--- config.mk ---
export PLATFORM = sky130hd
export DESIGN_NAME = switch_bank_reader
export DESIGN_NICKNAME = d
export VERILOG_FILES = /design/src/rtl/switch_bank_reader_pkg.sv /design/src/rtl/switch_debounce.sv /design/src/rtl/switch_bank_reader.sv
export SDC_FILE = /design/constraint.sdc
export NUM_CORES = 1
export LEC_CHECK = 0
export ABC_AREA = 0
export BUFFER_PORTS_ARGS = -buffer_cell sky130_fd_sc_hd__buf_2
export CORE_UTILIZATION = 55
export CTS_CLUSTER_SIZE = 40
export DETAILED_ROUTE_END_ITERATION = 12
export GPL_ROUTABILITY_DRIVEN = 1
export GPL_TIMING_DRIVEN = 0
export PLACE_DENSITY_LB_ADDON = 0.2
export SLEW_MARGIN = 0
export SYNTH_ARGS = -nofsm -noshare
export SYNTH_HDL_FRONTEND = slang
export SYNTH_SLANG_ARGS = --single-unit
--- constraint.sdc ---
create_clock -name clk -period 2.76 [get_ports clk]
set_clock_uncertainty 0.05 [all_clocks]
set_input_delay 0.828 -clock clk [delete_from_list [all_inputs] [get_ports clk]]
set_output_delay 0.828 -clock clk [all_outputs]
set_load 0.1 [all_outputs]
--- src/rtl/switch_bank_reader_pkg.sv ---
`default_nettype none
// ============================================================================
// Module      : switch_bank_reader_pkg
// Description : Shared defaults and the debounce counter-width helper for the
//               switch bank reader and its per-bit debouncer.
// Revision    : 1.0 - initial release
// ============================================================================
package switch_bank_reader_pkg;

  localparam int DEFAULT_WIDTH           = 16;
  localparam int DEFAULT_DEBOUNCE_CYCLES = 100000;

  // Counter width for a debounce window of 'cycles'. The counter only has to
  // reach cycles-1, so clog2(cycles) bits is enough. The result is floored at
  // one bit so that very short windows still get a legal vector.
  function automatic int cnt_width(input int cycles);
    return (cycles < 2) ? 1 : $clog2(cycles);
  endfunction

endpackage : switch_bank_reader_pkg
`default_nettype wire

--- src/rtl/switch_debounce.sv ---
`default_nettype none
// ============================================================================
// Module      : switch_debounce
// Description : One switch bit. A two-flop synchronizer feeds a stability
//               counter, and the debounced level toggles only after the
//               synchronized input has differed from it for DEBOUNCE_CYCLES
//               consecutive cycles.
// Ports       : clk      - clock, rising edge
//               rst      - asynchronous reset, active low
//               sw_async - raw switch level
//               value    - debounced level
// Revision    : 1.0 - initial release
// ============================================================================
module switch_debounce
  import switch_bank_reader_pkg::*;
#(
  parameter int DEBOUNCE_CYCLES = DEFAULT_DEBOUNCE_CYCLES
) (
  input  logic clk,
  input  logic rst,
  input  logic sw_async,
  output logic value
);

  localparam int                 CNT_W   = cnt_width(DEBOUNCE_CYCLES);
  localparam logic [CNT_W-1:0]   CNT_MAX = CNT_W'(DEBOUNCE_CYCLES - 1);

  logic             sync1_q, sync1_d;
  logic             sync2_q, sync2_d;
  logic [CNT_W-1:0] cnt_q,   cnt_d;
  logic             value_q, value_d;

  always_comb begin
    sync1_d = sw_async;
    sync2_d = sync1_q;
    cnt_d   = '0;
    value_d = value_q;
    if (sync2_q != value_q) begin
      // The terminal count is reached on the cycle in which the input has
      // differed for the full window, so the toggle lands on that same edge.
      if (cnt_q == CNT_MAX) begin
        value_d = ~value_q;
        cnt_d   = '0;
      end else begin
        cnt_d   = cnt_q + CNT_W'(1);
      end
    end
  end

  always_ff @(posedge clk or negedge rst) begin
    if (!rst) begin
      sync1_q <= 1'b0;
      sync2_q <= 1'b0;
      cnt_q   <= '0;
      value_q <= 1'b0;
    end else begin
      sync1_q <= sync1_d;
      sync2_q <= sync2_d;
      cnt_q   <= cnt_d;
      value_q <= value_d;
    end
  end

  assign value = value_q;

endmodule : switch_debounce
`default_nettype wire

--- src/rtl/switch_bank_reader.sv ---
`default_nettype none
// ============================================================================
// Module      : switch_bank_reader
// Description : Debounced switch bank. It detects changes and offers
//               snapshots to a consumer through a valid/ready handshake. If a
//               new snapshot replaces one that was never accepted, a sticky
//               overrun flag is set.
// Ports       : clk         - clock, rising edge
//               rst         - asynchronous reset, active low
//               sw          - raw switch levels
//               value       - debounced switch state
//               changed     - one-cycle pulse when any value bit flips
//               data        - snapshot offered to the consumer
//               data_valid  - data holds an unconsumed snapshot
//               data_ready  - consumer accepts data while data_valid is high
//               overrun     - sticky: snapshot overwritten before acceptance
//               overrun_clr - synchronous clear of overrun
// Revision    : 1.0 - initial release
// ============================================================================
module switch_bank_reader
  import switch_bank_reader_pkg::*;
#(
  parameter int WIDTH           = DEFAULT_WIDTH,
  parameter int DEBOUNCE_CYCLES = DEFAULT_DEBOUNCE_CYCLES
) (
  input  logic             clk,
  input  logic             rst,
  input  logic [WIDTH-1:0] sw,
  output logic [WIDTH-1:0] value,
  output logic             changed,
  output logic [WIDTH-1:0] data,
  output logic             data_valid,
  input  logic             data_ready,
  output logic             overrun,
  input  logic             overrun_clr
);

  for (genvar i = 0; i < WIDTH; i++) begin : g_bit
    switch_debounce #(
      .DEBOUNCE_CYCLES (DEBOUNCE_CYCLES)
    ) u_debounce (
      .clk      (clk),
      .rst      (rst),
      .sw_async (sw[i]),
      .value    (value[i])
    );
  end

  logic [WIDTH-1:0] value_prev_q, value_prev_d;
  logic [WIDTH-1:0] data_q,       data_d;
  logic             data_valid_q, data_valid_d;
  logic             overrun_q,    overrun_d;
  logic             accept;

  // The pulse is decoded against last cycle's value. It is therefore high in
  // exactly the cycle in which value is new, and a multi-bit flip produces a
  // single pulse.
  assign changed = |(value ^ value_prev_q);
  assign accept  = data_valid_q & data_ready;

  always_comb begin
    value_prev_d = value;
    data_d       = data_q;
    data_valid_d = data_valid_q;
    overrun_d    = overrun_q;

    if (overrun_clr) begin
      overrun_d = 1'b0;
    end

    if (changed) begin
      data_d       = value;
      data_valid_d = 1'b1;
      // Losing an unaccepted snapshot sets overrun. This assignment comes
      // after the clear, so a set in the same cycle as a clear wins.
      if (data_valid_q && !data_ready) begin
        overrun_d = 1'b1;
      end
    end else if (accept) begin
      data_valid_d = 1'b0;
    end
  end

  always_ff @(posedge clk or negedge rst) begin
    if (!rst) begin
      value_prev_q <= '0;
      data_q       <= '0;
      data_valid_q <= 1'b0;
      overrun_q    <= 1'b0;
    end else begin
      value_prev_q <= value_prev_d;
      data_q       <= data_d;
      data_valid_q <= data_valid_d;
      overrun_q    <= overrun_d;
    end
  end

  assign data       = data_q;
  assign data_valid = data_valid_q;
  assign overrun    = overrun_q;

endmodule : switch_bank_reader
`default_nettype wire

Word-level counts from Yosys, hierarchy flattened
Cells that the tools add are included.
Widths: inputs -> output; s select.
{"block": "word_totals", "reg_bits": 354, "word_cells": 191}
{"block": "classes", "n_addsub": 16, "eq_ne": 32, "n_mux": 37, "bitwise_logic": 18, "reduce_logical": 20}
{"op": "$mux 17", "count": 32}
{"op": "$add 17x1->17 const B", "count": 16}
{"op": "$eq 17x17->1 const B", "count": 16}
{"op": "$reduce_and 2->1", "count": 16}
{"op": "$ne 1x1->1", "count": 16}
{"op": "$not 1->1", "count": 16}
{"op": "$reduce_or 16->1", "count": 1}
{"op": "$xor 16x16->16", "count": 1}
{"op": "$mux 1", "count": 5}
{"op": "$reduce_bool 2->1", "count": 1}
{"op": "$and 1x1->1", "count": 1}
{"op": "$logic_and 1x1->1", "count": 1}
{"op": "$logic_not 1->1", "count": 1}

Logic depth before layout (Yosys ltp)
{"block": "depth", "word_depth": 4, "ltp_mapped": 7, "ltp_nobuf": 5}

By module
From an unflattened synthesis, not the netlist that was laid out.
{"block": "hier_totals", "hier_cells": 1501, "area_unflattened_um2": 16246.8}
{"mod": "switch_debounce", "instances": 16, "cells_each": 89, "area_each_um2": 937.1}
{"mod": "switch_bank_reader", "instances": 1, "cells_each": 77, "area_each_um2": 1252.5}

Least setup slack after synthesis
OpenSTA, ideal clock, no wires.
{"block": "synth_timing", "kind": "register -> output", "start": "reg g_bit[14].u_debounce.value_q", "end": "out changed", "t_arrival_ps": 1890, "required_time_ps": 1882, "slack_ps": -8, "stages_incl_launch_ff": 6, "path_buffers": 1, "path_cell_list": "dfrtp_1 > xnor2_1 > nand4_1 > nor4_4 > buf_6 > inv_1"}
{"block": "synth_via", "elab_chain_cells": 2}
{"item": "start: declaration", "line": "switch_debounce.sv:31", "source": "logic value_q, value_d;"}
{"item": "start signal: assignment", "line": "switch_debounce.sv:60", "source": "value_q <= value_d;"}
{"item": "$xor 16x16->16", "line": "switch_bank_reader.sv:58", "source": "assign changed = |(value ^ value_prev_q);"}
{"item": "$reduce_or 16->1", "line": "switch_bank_reader.sv:58"}
{"item": "end: declaration", "line": "switch_bank_reader.sv:30", "source": "output logic changed,"}
Every way passes these cells.

Final worst setup path
{"block": "layout_timing", "start": "reg g_bit[5].u_debounce.value_q", "end": "out changed"}
{"block": "layout_via", "elab_chain_cells": 2}
{"item": "start: declaration", "line": "switch_debounce.sv:31"}
{"item": "start signal: assignment", "line": "switch_debounce.sv:60"}
{"item": "$xor 16x16->16", "line": "switch_bank_reader.sv:58"}
{"item": "$reduce_or 16->1", "line": "switch_bank_reader.sv:58"}
Every way passes these cells.

==> results.sh <==
export IMPL_status="finished with violations"
export IMPL_violations="setup timing"
export IMPL_grtUsageTotal=0.2115
export IMPL_antenna_found_initial=0
export IMPL_stdcell_count=2073
export IMPL_port_buffers=54
export IMPL_routed_wl_um=30830
export IMPL_dpl_cell_count=1986
export IMPL_r2r_start="g_bit[14].u_debounce.cnt_q[0]"
export IMPL_core_mm2=0.02894
export IMPL_reg2regPathDepth=7
export IMPL_post_route_period_util=1.069
export IMPL_r2r_setup_slack_ps=360
export IMPL_yosysTopAreaCellShare=0.5418
export IMPL_fin_nets=1695
export IMPL_grt_overflow=0
export IMPL_h_tree_depth=2
export IMPL_path_class="flop to output pin"
export IMPL_slew_viol_final=0
export IMPL_synth_common_cells="dfrtp_1, nor2_1, xnor2_1"
export IMPL_synthFlopType="dfrtp_1"
export IMPL_fin_crit_ps=2952
export IMPL_synth_cell_type_count=41
export IMPL_dp_slack_ps=-795.8
export IMPL_cts_root_buffer="clkbuf_16"
export IMPL_drt_first_iter_violations=574
export IMPL_wire_per_inst_um=14.87
export IMPL_hold_buffers=0
export IMPL_ys_seq_elements=354
export IMPL_clock_latency_ps=520
export IMPL_clock_fmax_mhz=338.8
export IMPL_grt_pass1_vias=11300
export IMPL_numCtsBuffers=38
export IMPL_rows=62
export IMPL_syn_cell_area_mm2=0.01635
export IMPL_io_pins=55
export IMPL_cp_required_ps=1880
export IMPL_cpPeakStageDelay_ps=460
export IMPL_synth_cells=1545
export IMPL_fin_area_mm2=0.01876
export IMPL_syn_to_final_growth_pct=14.76
export IMPL_grt_max_degree=117
export IMPL_yosys_warnings=0
export IMPL_max_cap_violations=0
export IMPL_avgSynthCellArea_um2=10.58
export IMPL_syn_num_nets=1581
export IMPL_end_kind="output pin"
export IMPL_crit_fanout=6
export IMPL_num_vias=11450
export IMPL_final_util=0.6484
export IMPL_via_per_inst=5.521
export IMPL_ant_nets=0
export IMPL_dpl_instance_area_mm2=0.01719
export IMPL_dr_pass1_iters=5
export IMPL_die_height_um=174.4
export IMPL_crit_chain="xnor2_2 -> nand4_1 -> nor4_4 -> buf_6 -> inv_4 -> buf_12"
export IMPL_clkSlewWorstSetupHoldPaths_ps=60
export IMPL_setup_viol=1
export IMPL_dieArea_mm2=0.03042
export IMPL_synth_most_common_cell="dfrtp_1"
export IMPL_max_slew_margin=0.5543
export IMPL_power_density_mw_per_mm2=582.8
export IMPL_gp_congestion=0.8412
export IMPL_tns_ps=-191.7
export IMPL_drive_gt1_frac=0.1462
export IMPL_p_leak_nw=7.991
export IMPL_initial_utilization=0.5650
export IMPL_start_kind="flop"
export IMPL_diodes=0
export IMPL_post_synth_top_area_cell="dfrtp_1"
export IMPL_cts_buffer_depth=3
export IMPL_cp_data_arrival_time_ps=2070
export IMPL_hp_class="primary input to asynchronous set/reset pin"
export IMPL_synth_edf_count=0
export IMPL_seq_area_frac_synth=0.5418
export IMPL_worst_r2r_endpoint="g_bit[14].u_debounce.cnt_q[10]"
export IMPL_fp_dieW_um=174.4
export IMPL_cts_tree="done"
export IMPL_worst_pin_slew_ps=664.1
export IMPL_crit_path_top_delay_cell="dfrtp_2"
export IMPL_rsz0062_at_grt="true"
export IMPL_setup_slack_ps=-191.7
export IMPL_drc=0
export IMPL_ir_drop_mv=0.4427
export IMPL_async_flop_share=1.000
export IMPL_grt_pass1_wl_um=53790
export IMPL_synth_area_top_cells="dfrtp_1, xnor2_1, nor2_1"
export IMPL_clock_sinks=354
export IMPL_dp_hpwl_um=19900
export IMPL_finalHoldViolCount=0
metrics by stage:
stage | power (mW) | hold WS, ps
floorplan | 5.593 | 281.2
global placement | 5.763 | 283.1
detailed placement | 5.791 | 286.5
CTS | 11.06 | 206.3
global route | 11.33 | 233.2
finish | 10.93 | 195.5
layout by cell type (no fill, tap or decap), types with 7 or more instances in the layout:
cell type	instances
dfrtp_1	338
nor2_1	263
xnor2_1	125
xor2_1	107
nand3_1	105
nand2_1	84
nand4_1	80
buf_2	70
nor3_1	49
and4_1	46
clkbuf_16	41
nor4_1	36
buf_4	33
a21oi_1	28
mux2_2	25
clkbuf_1	24
inv_1	21
or3_1	18
ha_1	16
dfrtp_2	16
nor4bb_1	13
o21ai_0	13
nor4b_1	12
and3_1	12
xnor2_2	10
o41ai_1	9
or3b_2	9
nand4bb_1	9
a41o_1	9
clkinv_2	9
mux2_4	7
what timing repair did:
item                       4_1_cts  5_1_grt
pin swaps                       12        4
resized for setup               30        4
setup endpoints to repair        8        1
gates cloned                     0        0
buffers inserted                12        5
metal layers:
layer / wire (µm) / up-vias / global-route usage
li1: - / 5667 / -
met1: 14950 / 5545 / 0.3034
met2: 14280 / 192 / 0.3395
met5: 0 / - / 0
met3: 1069 / 41 / 0.02909
met4: 541 / 0 / 0.05446
worst max-delay path by stage:
stage | from | endpoint | slack, ps | cells after the start
after floorplan | g_bit[14].u_debounce.value | changed | -8 | 5
after global placement | rst | g_bit[8].u_debounce.cnt_q[12] | -5950 | 1
after detailed placement | g_bit[8].u_debounce.value | changed | -800 | 6
after CTS | g_bit[8].u_debounce.value | changed | -160 | 6
after global routing | g_bit[6].u_debounce.value | changed | -250 | 6
final | g_bit[5].u_debounce.value | changed | -190 | 6
state kept, by name, indices dropped and copies added, names as in the netlist:
register,count
data_valid,1
g_bit.u_debounce.sync1_q,16
overrun,1
value_prev_q,16
g_bit.u_debounce.value,16
data,16
g_bit.u_debounce.sync2_q,16
g_bit.u_debounce.cnt_q,272
power by group:
group / internal (mW) / switching (mW) / leakage (nW)
registers: 5.27 / 0.0737 / 4.81
logic: 0.102 / 0.239 / 2.55
clock network: 3.20 / 2.05 / 0.639
total: 8.57 / 2.36 / 7.99
cell families (layout without fill, tap and decap cells):
| family | after synthesis | in the layout | share of synthesized area |
|---|---|---|---|
| xor gates and xnor gates | 243 | 243 | 0.1302 |
| muxes | 32 | 32 | 0.02365 |
| adders and majority gates | 16 | 16 | 0.01224 |
| and+or+nand+nor | 752 | 752 | 0.2407 |
| buffers and inverters | 74 | 218 | 0.02250 |
| AOI/OAI and AO/OA | 74 | 74 | 0.02893 |
| DFF | 354 | 354 | 0.5418 |
final cells by class:
class | instances | area [µm²]
Fill cell | 2281 | 10170
Buffer | 52 | 285.3
Timing Repair Buffer | 74 | 505.5
Tap cell | 384 | 480.5
Clock inverter | 18 | 203.9
Inverter | 22 | 85.08
Clock buffer | 52 | 1107
Multi-Input combinational cell | 1117 | 7217
Sequential cell | 354 | 8879
worst max-delay path, delay by kind of cell (launching register included):
family	cells	cell delay (ps)
and+or+nand+nor	2	570
buffers and inverters	3	370
DFF	1	460
xor gates and xnor gates	1	160
No activity file was read; power rests on OpenSTA's default activity.
